--- src/rtl/ehw_pkg.sv ---
// Shared definitions for the evolvable-hardware memory path: sizes and the
// population loader state encoding.
package ehw_pkg;

    localparam int EHW_MEM_AW = 9;
    localparam int EHW_MEM_DW = 64;
    localparam int EHW_RND_W  = 32;

    typedef enum logic [2:0] {
        LDR_IDLE = 3'd0,
        LDR_LO   = 3'd1,
        LDR_HI   = 3'd2,
        LDR_WR   = 3'd3,
        LDR_FIN  = 3'd4
    } ldr_state_t;

    function automatic logic ldr_accepts_rnd(input ldr_state_t st);
        return (st == LDR_LO) || (st == LDR_HI);
    endfunction

endpackage

--- src/rtl/rnd_pop_loader.sv ---
// Packs pairs of random words into 64-bit chromosome words and writes them
// into a wrap-around BRAM range, then signals completion.
module rnd_pop_loader
    import ehw_pkg::*;
#(
    parameter int AW = EHW_MEM_AW,
    parameter int DW = EHW_MEM_DW,
    parameter int RW = EHW_RND_W
) (
    input  logic          clk,
    input  logic          reset,
    input  logic          start,
    input  logic          abort,
    input  logic [AW-1:0] base_addr,
    input  logic [AW:0]   num_words,
    input  logic [RW-1:0] rnd_data,
    input  logic          rnd_valid,
    output logic          rnd_ready,
    output logic          mem_en,
    output logic          mem_we,
    output logic [AW-1:0] mem_addr,
    output logic [DW-1:0] mem_di,
    output logic          busy,
    output logic          done,
    output logic          irq,
    input  logic          irq_ack
);

    ldr_state_t    state_r;
    ldr_state_t    state_next_s;
    logic [AW-1:0] addr_r;
    logic [AW:0]   rem_r;
    logic [DW-1:0] data_r;
    logic          irq_r;
    logic          irq_set_s;

    // State register
    always_ff @(posedge clk or posedge reset) begin
        if (reset) begin
            state_r <= LDR_IDLE;
        end else begin
            state_r <= state_next_s;
        end
    end

    // Next-state decode; abort overrides every other transition
    always_comb begin
        state_next_s = state_r;
        if (abort) begin
            state_next_s = LDR_IDLE;
        end else begin
            case (state_r)
                LDR_IDLE: begin
                    if (start) begin
                        state_next_s = (num_words == '0) ? LDR_FIN : LDR_LO;
                    end else begin
                        state_next_s = LDR_IDLE;
                    end
                end
                LDR_LO: begin
                    if (rnd_valid) state_next_s = LDR_HI;
                    else           state_next_s = LDR_LO;
                end
                LDR_HI: begin
                    if (rnd_valid) state_next_s = LDR_WR;
                    else           state_next_s = LDR_HI;
                end
                LDR_WR: begin
                    if (rem_r == (AW+1)'(1)) state_next_s = LDR_FIN;
                    else                     state_next_s = LDR_LO;
                end
                LDR_FIN: state_next_s = LDR_IDLE;
                default: state_next_s = LDR_IDLE;
            endcase
        end
    end

    // Address counter, remaining counter and packing register
    always_ff @(posedge clk or posedge reset) begin
        if (reset) begin
            addr_r <= '0;
            rem_r  <= '0;
            data_r <= '0;
        end else if (!abort) begin
            case (state_r)
                LDR_IDLE: begin
                    if (start) begin
                        addr_r <= base_addr;
                        rem_r  <= num_words;
                        data_r <= '0;
                    end
                end
                LDR_LO: begin
                    if (rnd_valid) data_r[DW-1:RW] <= rnd_data;
                end
                LDR_HI: begin
                    if (rnd_valid) data_r[RW-1:0] <= rnd_data;
                end
                LDR_WR: begin
                    addr_r <= addr_r + AW'(1);
                    rem_r  <= rem_r - (AW+1)'(1);
                end
                default: begin
                    addr_r <= addr_r;
                end
            endcase
        end
    end

    // Holding the set through FIN lets a same-cycle acknowledge lose to the set
    assign irq_set_s = (state_next_s == LDR_FIN) || (state_r == LDR_FIN);

    // Sticky completion interrupt
    always_ff @(posedge clk or posedge reset) begin
        if (reset) begin
            irq_r <= 1'b0;
        end else if (irq_set_s) begin
            irq_r <= 1'b1;
        end else if (irq_ack) begin
            irq_r <= 1'b0;
        end else begin
            irq_r <= irq_r;
        end
    end

    assign rnd_ready = ldr_accepts_rnd(state_r);
    assign mem_en    = (state_r == LDR_WR);
    assign mem_we    = (state_r == LDR_WR);
    assign mem_addr  = addr_r;
    assign mem_di    = data_r;
    assign busy      = (state_r != LDR_IDLE);
    assign done      = (state_r == LDR_FIN);
    assign irq       = irq_r;

endmodule

--- config.mk ---
export PLATFORM = sky130hd
export DESIGN_NAME = rnd_pop_loader
export DESIGN_NICKNAME = d
export VERILOG_FILES = /design/src/rtl/ehw_pkg.sv /design/src/rtl/rnd_pop_loader.sv
export SDC_FILE = /design/constraint.sdc
export NUM_CORES = 1
export LEC_CHECK = 0
export BUFFER_PORTS_ARGS = -buffer_cell sky130_fd_sc_hd__clkbuf_2
export CAP_MARGIN = 20
export CORE_ASPECT_RATIO = 2
export CORE_MARGIN = 8
export CORE_UTILIZATION = 39
export DETAILED_ROUTE_END_ITERATION = 10
export SYNTH_ARGS = -nofsm -noshare
export SYNTH_HDL_FRONTEND = slang
export SYNTH_SLANG_ARGS = --single-unit
--- constraint.sdc ---
create_clock -name clk -period 3.6 [get_ports clk]
set_input_delay 0.54 -clock clk [delete_from_list [all_inputs] [get_ports clk]]
set_output_delay 0.54 -clock clk [all_outputs]
set_load 0.02 [all_outputs]
== Word level (Yosys, flattened, before mapping) ==
Cells that the tools add are included.

* Register bits after elaboration: 87
* Input port bits: 57
* Output and inout port bits: 79

* Add/sub/neg operators: 2
* Equal/unequal tests: 9
* Multiplexer cells: 17
* Bitwise gates (word level): 1
* Reduce and logical (&&, ||, !) cells: 12

{| class="wikitable"
|+ Operators by type and width
! operator !! count
|-
| $pmux 32 s2 || 2
|-
| $mux 64 || 1
|-
| $mux 32 || 1
|-
| $pmux 10 s2 || 1
|-
| $pmux 9 s2 || 1
|-
| $mux 3 || 4
|-
| $pmux 3 s4 || 1
|-
| $eq 10x1->1 const B || 1
|-
| $logic_not 10->1 || 1
|-
| $mux 10 || 1
|-
| $sub 10x1->10 const B || 1
|-
| $add 9x1->9 const B || 1
|-
| $mux 9 || 1
|-
| $reduce_and 4->1 || 2
|-
| $reduce_bool 2->1 || 4
|-
| $eq 3x2->1 const B || 2
|-
| $eq 3x3->1 const B || 2
|-
| $ne 2x2->1 const B || 3
|-
| $eq 3x1->1 const B || 1
|-
| $logic_not 3->1 || 1
|-
| $mux 1 || 3
|-
| $reduce_and 3->1 || 1
|-
| $reduce_bool 3->1 || 1
|-
| $logic_or 1x1->1 || 2
|-
| other kinds (2) || 2
|}

== Depth between registers and ports, before layout ==
Gate-level depths: netlist of run 1.

* Word-level depth: 8
* Depth in mapped cells: 7
* Gate-level depth less buffers: 5

== Worst setup path after synthesis of run 1 ==
No wires, ideal clock.

* Path kind: register to output
* Start: register state_r[2]
* End: output mem_we
* Data arrival time: 1.235 ns
* Data required time: 3.060 ns
* Setup slack: 1.825 ns
* Stages on the path, launching flop included: 6
* Buffers on the path: 3
* Path through: dfrtp_1 buf_2 nand3b_1 inv_1 buf_2 buf_4

* Cells in the longest elaborated chain, start to end: 1

{| class="wikitable"
|+ Ends and longest elaborated chain
! element !! RTL line !! RTL
|-
| start: declaration || rnd_pop_loader.sv:29 || <nowiki>ldr_state_t state_r;</nowiki>
|-
| start signal: assignment || rnd_pop_loader.sv:42 || <nowiki>state_r <= state_next_s;</nowiki>
|-
| $eq 3x2->1 || - ||
|-
| end: declaration || rnd_pop_loader.sv:20 || <nowiki>output logic mem_we,</nowiki>
|}

No other way between the ends.

== Final worst setup path of run 1 ==
* Start: register state_r[2]
* End: output mem_en

* Cells in the longest elaborated chain, start to end: 1

{| class="wikitable"
|+ Ends and longest elaborated chain
! element !! RTL line !! RTL
|-
| $eq 3x2->1 || rnd_pop_loader.sv:127 || <nowiki>assign mem_en = (state_r == LDR_WR);</nowiki>
|-
| end: declaration || rnd_pop_loader.sv:19 || <nowiki>output logic mem_en,</nowiki>
|}

No other way between the ends.

==> impl_metrics.csv, run 1 <==
group,metric,value,unit
place,place_congestion,0.8487,
yosys,synthCells,388,
timing,relSlewSlack,36.58,%
power_and_ir_drop,p_int,1.986,mW
status,status,"complete, no violations",
die,fp.dieW,86.53,um
clock_tree,cts_tree,"built",
yosys,netlist_area,3880,sq um
timing,max_freq,0.3918,GHz
global_route,grt_pass1_vias,3486,
detailed_routing,via_per_inst,5.337,
timing,hold_viol,0,
place,placed_area,4646,sq um
global_route,grt_antenna_before_repair,0,
power_and_ir_drop,power.switching,932.7,uW
worst_setup_path,criticalPathCategory,"reg2out",
power_and_ir_drop,finalPower,2.919,mW
power_and_ir_drop,swShare,31.95,%
clock_tree,post_cts_buffers,0,
power_and_ir_drop,comb_power_share,22.9,%
global_route,globalRouteTotalUtil,17.13,%
finish,final_area,4995,sq um
die,die_y,157.1,um
power_and_ir_drop,pwr-share-seq,42.9,%
yosys,synth_fp_nets,448,
clock_tree,cts.sinks,87,
timing,rsz0062_at_grt,"false",
detailed_routing,final_antenna_net_count,0,
finish,drive_above_1_share,31.73,%
die,core_area,9699,sq um
worst_setup_path,reg2regPathDepth,5,
finish,final_cells,652,
place,placed_cells,635,
finish,diodes,0,
detailed_routing,wl,11.33,mm
detailed_routing,drtIter0Drc,169,
yosys,synth_top_area_share,56.11,%
detailed_routing,drcViolationCount,0,
global_route,grt_pass1_wl,18.23,mm
worst_setup_path,crit_path_end_kind,"output port",
detailed_routing,drt-pass1-iter-count,4,
yosys,yosys_register_bits,87,
worst_setup_path,r2r-start,"state_r[1]",
min_path,hp-class,"in2async",
clock_tree,root_buffer,"clkbuf_16",
yosys,syn_avg_cell_area,10.00,sq um
power_and_ir_drop,power_density,584.4,nW/um^2
clock_tree,cts_buffers,9,
global_route,grt_max_degree,40,
run,timing.max_cap.violations,0,
worst_setup_path,worst-path-max-fanout,26,
clock_tree,cts_resized,0,
finish,multi_input_area,1548,sq um
yosys,synth_seq_area_share,56.11,%
yosys,synthTopCellsByArea,"dfrtp_1 56%, nand2_1 7.7%, a22o_1 7.2%, nand3_1 5.0%, buf_2 2.6%",
global_route,overflow,0,
place,port_buffers,135,
worst_setup_path,required,3.06,ns
worst_setup_path,cp-start-kind,"flip-flop",
power_and_ir_drop,p_leak,2.631,nW
detailed_routing,vias,3480,
clock_tree,clk_pin_slew_worst_paths,0.06,ns
timing,setup_tns,0,ns
yosys,ys_types,45,
worst_setup_path,r2r-end,"mem_di[2]",
finish,fillers,943,
die,num_io_pins,136,
clock_tree,clockBufferDepth,2,
worst_setup_path,reg2reg_slack,1.65,ns
timing,post-route-min-period,2.552,ns
timing,finalSetupViolCount,0,
detailed_routing,wl_per_cell,17.38,um
finish,area_delta_synth_final,28.73,%
clock_tree,clkLatencyLatePin,0.33,ns
worst_setup_path,startpoint,"state_r[2]",
power_and_ir_drop,pwr-share-clk,34.1,%
timing,period_share,70.90,%
die,initial_core_util,40.00,%
worst_setup_path,worst_ep_arrival_time,2.01,ns
clock_tree,htree_num_levels,3,
die,num_rows,51,
yosys,ys_warn_count,0,
finish,seq_area,2177,sq um
timing,skew,0.003706,ns
place,dp_hpwl,8.492,mm
die,dieArea,13590,sq um
yosys,synth_area_leader_cell,"dfrtp_1",
timing,slew_violations,0,
power_and_ir_drop,vdd_drop_max,278.3,uV
timing,worst_slew_pin_slew,0.9512,ns
finish,finalNetCount,575,
clock_tree,cts.hold.buffers_added,0,
[worst max-delay path by stage]
stage	to	slack, ns	cells after the start
2_1_floorplan	irq	0.81	1
3_3_place_gp	mem_di[19]	1.42	5
3_5_place_dp	mem_di[2]	1.33	4
4_1_cts	mem_en	1.05	3
5_1_grt	mem_en	0.89	3
6_report	mem_en	1.05	3
[kinds of logic after synthesis]
family                     Yosys count  synth area share, %
AOI/OAI and AO/OA                   94                17.19
adders and majority gates            3               0.9675
buffers and inverters               33                4.611
DFF                                 87                56.11
muxes                                3               0.7740
and+or+nand+nor                    168                20.35
[sequential cells by signal, summed over array words and instances (netlist names)]
name	flops
mem_addr	9
irq	1
state_r	3
mem_di	64
rem_r	10
[power by group through the flow]
stage	clock (mW)	combinational (mW)	sequential (mW)
global placement	0	0.667	1.26
floorplan	0	0.297	1.38
CTS	1.03	0.678	1.25
finish	0.996	0.670	1.25
global route	1.07	0.731	1.28
detailed placement	0	0.677	1.27
[layout make-up]
cell class / count / share of cell area, %
clock buffer: 10 / 4.584
clock inverter: 6 / 1.854
inverter: 5 / 0.4008
multi-input combinational: 268 / 30.99
sequential: 87 / 43.59
tap: 132 / 3.307
timing repair buffer: 144 / 15.28
[through the flow]
step           hold slack (ns)  worst slack, ns  util (%)
2_1_floorplan           0.4713           0.8098         -
3_3_place_gp            0.4485            1.422     47.90
3_5_place_dp            0.4554            1.331     47.90
4_1_cts                0.08914            1.054     51.21
5_1_grt                0.09974           0.8909     51.50
6_report               0.09239            1.048     51.50
[critical path, stage by stage, from the launching register on]
cell,delay [ns]
dfrtp_1,0.52
nand3b_1,0.25
inv_1,0.60
clkbuf_2,0.29
[synthesized netlist by cell type, drive strengths merged]
| cell type | n |
|---|---|
| a211o | 1 |
| a211oi | 2 |
| a21boi | 1 |
| a21oi | 16 |
| a22o | 32 |
| a22oi | 3 |
| a2bb2oi | 6 |
| a31oi | 2 |
| a32oi | 2 |
| and2 | 2 |
| and3 | 1 |
| and4 | 1 |
| buf | 25 |
| clkbuf | 3 |
| dfrtp | 87 |
| ha | 3 |
| inv | 5 |
| mux2i | 3 |
| nand2 | 80 |
| nand2b | 3 |
| nand3 | 39 |
| nand3b | 3 |
| nand4 | 1 |
| nand4b | 2 |
| nor2 | 15 |
| nor2b | 2 |
| nor3 | 6 |
| nor3b | 4 |
| nor4 | 5 |
| nor4b | 1 |
| o211ai | 1 |
| o21a | 1 |
| o21ai | 18 |
| o22ai | 7 |
| o2bb2ai | 1 |
| o31a | 1 |
| or2b | 1 |
| or3 | 1 |
| or4 | 1 |
[per-layer routing]
layer  track usage, %  share of wire, %  vias up
li1                 -                 -     1647
met1            18.33                37     1692
met4            7.113               2.5        0
met2            30.07                53      124
met3            5.274               6.9       17
met5                0                 0        -
[cells in the final DEF (no fill, tap or decap), drive strengths merged, types with 3 or more instances in the layout]
cell type / n
nand3: 39
a2bb2oi: 6
nand2b: 3
nor3: 6
dfrtp: 87
a21oi: 16
mux2i: 3
buf: 9
nor4: 5
o22ai: 7
a22oi: 3
o21ai: 18
nor2: 15
nor3b: 4
a22o: 32
inv: 6
nand3b: 3
nand2: 80
ha: 3
clkbuf: 145
Note: power is estimated with default switching activity, not from simulation.
==> inputs of run 2 (changes only) <==
==> constraint.sdc (replaced) <==
create_clock -name clk -period 2.65 [get_ports clk]
set_input_delay 0.3975 -clock clk [delete_from_list [all_inputs] [get_ports clk]]
set_output_delay 0.3975 -clock clk [all_outputs]
set_load 0.02 [all_outputs]
==> run 2 against run 1 <==
Effect of this change:
- final cell count increased by 0.61%
- combinational power rose by 36%
- register-to-register slack lost 0.90 ns
- non-clock buffer count is 4 higher
- power is 34% higher
- worst hold slack better by 0.056 ns
==> impl_metrics.csv, run 2 (same netlist as run 1, synthesis figures left out) <==
group,metric,value,unit
clock_tree,htree_num_levels,3,
timing,worst_slew_pin_slew,0.7524,ns
power_and_ir_drop,p_int,2.608,mW
clock_tree,cts.sinks,87,
power_and_ir_drop,power.switching,1.311,mW
run,timing.max_cap.violations,0,
timing,setup_tns,0,ns
detailed_routing,drcViolationCount,0,
power_and_ir_drop,vdd_drop_max,416.0,uV
die,core_area,9699,sq um
timing,max_freq,0.4501,GHz
place,port_buffers,135,
worst_setup_path,crit_family,"buffers and inverters",
worst_setup_path,worst_ep_arrival_time,1.82,ns
worst_setup_path,r2r-end,"rem_r[4]",
global_route,overflow,0,
timing,hold_viol,0,
clock_tree,clockBufferDepth,2,
timing,skew,0.006019,ns
clock_tree,cts_resized,0,
detailed_routing,wl,11.82,mm
timing,slew_violations,0,
global_route,grt_max_degree,42,
power_and_ir_drop,comb_power_share,23.3,%
timing,post-route-min-period,2.222,ns
detailed_routing,drt-pass1-iter-count,4,
worst_setup_path,max_stage_delay,0.60,ns
power_and_ir_drop,pwr-share-clk,33.1,%
power_and_ir_drop,p_leak,2.640,nW
clock_tree,clk_pin_slew_worst_paths,0.06,ns
detailed_routing,vias,3458,
finish,diodes,0,
power_and_ir_drop,swShare,33.45,%
detailed_routing,final_antenna_net_count,0,
global_route,grt_antenna_before_repair,0,
timing,period_share,83.84,%
die,num_rows,51,
finish,finalNetCount,579,
clock_tree,cts_buffers,9,
finish,area_delta_synth_final,28.89,%
worst_setup_path,critPathBufInv,2,
detailed_routing,via_per_inst,5.271,
detailed_routing,wl_per_cell,18.02,um
global_route,grt_pass1_wl,18.99,mm
finish,final_common_cell,"clkbuf_2",
die,fp.dieW,86.53,um
finish,largest_reg_flops,64,
clock_tree,root_buffer,"clkbuf_16",
worst_setup_path,criticalPathCategory,"reg2out",
timing,relSlewSlack,49.78,%
clock_tree,clkLatencyLatePin,0.34,ns
place,dp_slack,0.7738,ns
timing,rsz0062_at_grt,"false",
worst_setup_path,cp-start-kind,"flip-flop",
timing,finalSetupViolCount,0,
die,initial_core_util,40.00,%
timing,fin_ws,0.4283,ns
worst_setup_path,reg2reg_slack,0.75,ns
worst_setup_path,crit_path_cell_trace,"nand3b_1 -> inv_1 -> clkbuf_2",
status,status,"complete, no violations",
clock_tree,cts.hold.buffers_added,0,
clock_tree,post_cts_buffers,0,
die,dieArea,13590,sq um
place,dp_hpwl,8.791,mm
worst_setup_path,worst-path-max-fanout,18,
worst_setup_path,crit_path_end_kind,"output port",
global_route,globalRouteTotalUtil,17.99,%
finish,final_cell_mix,"135 x clkbuf_2, 87 x dfrtp_1, 80 x nand2_1",
finish,final_util,51.56,%
power_and_ir_drop,pwr-share-seq,43.6,%
worst_setup_path,required,2.25,ns
place,place_congestion,0.8246,
finish,drive_above_1_share,32.44,%
worst_setup_path,reg2regPathDepth,6,
clock_tree,cts_tree,"built",
global_route,grt_pass1_vias,3663,
min_path,hp-class,"in2async",
worst_setup_path,r2r-start,"state_r[1]",
die,die_y,157.1,um
power_and_ir_drop,power_density,783.7,nW/um^2
die,num_io_pins,136,
detailed_routing,drtIter0Drc,116,
worst_setup_path,critPathSlowestCell,"dfrtp_1",
run 2: cell types whose count changed in the layout (fill, tap and decap cells not counted):
cell / previous run / this run
clkbuf_1: 1 / 0
buf_12: 0 / 1
buf_16: 1 / 0
inv_6: 1 / 2
bufinv_16: 2 / 1
buf_4: 8 / 12
clkinv_4: 0 / 1
run 2: how the worst max path moves through the flow:
stage,startpoint,endpoint,slack (ns),depth (start not counted)
5_1_grt,state_r[1],mem_en,0.30,3
4_1_cts,state_r[1],mem_we,0.42,3
2_1_floorplan,reset,irq,0.002,1
3_3_place_gp,state_r[2],rem_r[4],0.83,6
3_5_place_dp,state_r[1],rem_r[4],0.77,6
6_report,state_r[1],mem_we,0.43,3
run 2: power by group through the flow:
stage / logic, mW / registers [mW] / clock network, mW
after floorplan: 0.404 / 1.87 / 0
after global placement: 0.919 / 1.72 / 0
after detailed placement: 0.928 / 1.73 / 0
after CTS: 0.930 / 1.71 / 1.33
after global routing: 1.00 / 1.74 / 1.39
final: 0.914 / 1.71 / 1.30
run 2: area by class of cell:
cell class	count	area (sq um)
clock inverter	7	80.08
inverter	5	20.02
sequential	87	2177
timing repair buffer	148	785.8
multi-input combinational	268	1548
tap	132	165.2
fill	959	4698
clock buffer	9	225.2
run 2: layer usage:
layer	up-vias	share of wire, %	track usage [%]
li1	1652	-	-
met3	22	6.4	4.961
met1	1668	37	18.96
met5	-	0	0
met2	116	53	32.20
met4	0	2.8	7.692
run 2: per-stage QoR:
stage | hold slack [ns] | cells | area, sq um | power [mW]
2_1_floorplan | 0.4713 | 388 | 3880 | 2.274
3_3_place_gp | 0.4506 | 640 | 4696 | 2.644
3_5_place_dp | 0.4553 | 640 | 4696 | 2.658
4_1_cts | 0.1711 | 656 | 5001 | 3.966
5_1_grt | 0.2118 | 656 | 5001 | 4.133
6_report | 0.1484 | 656 | 5001 | 3.920
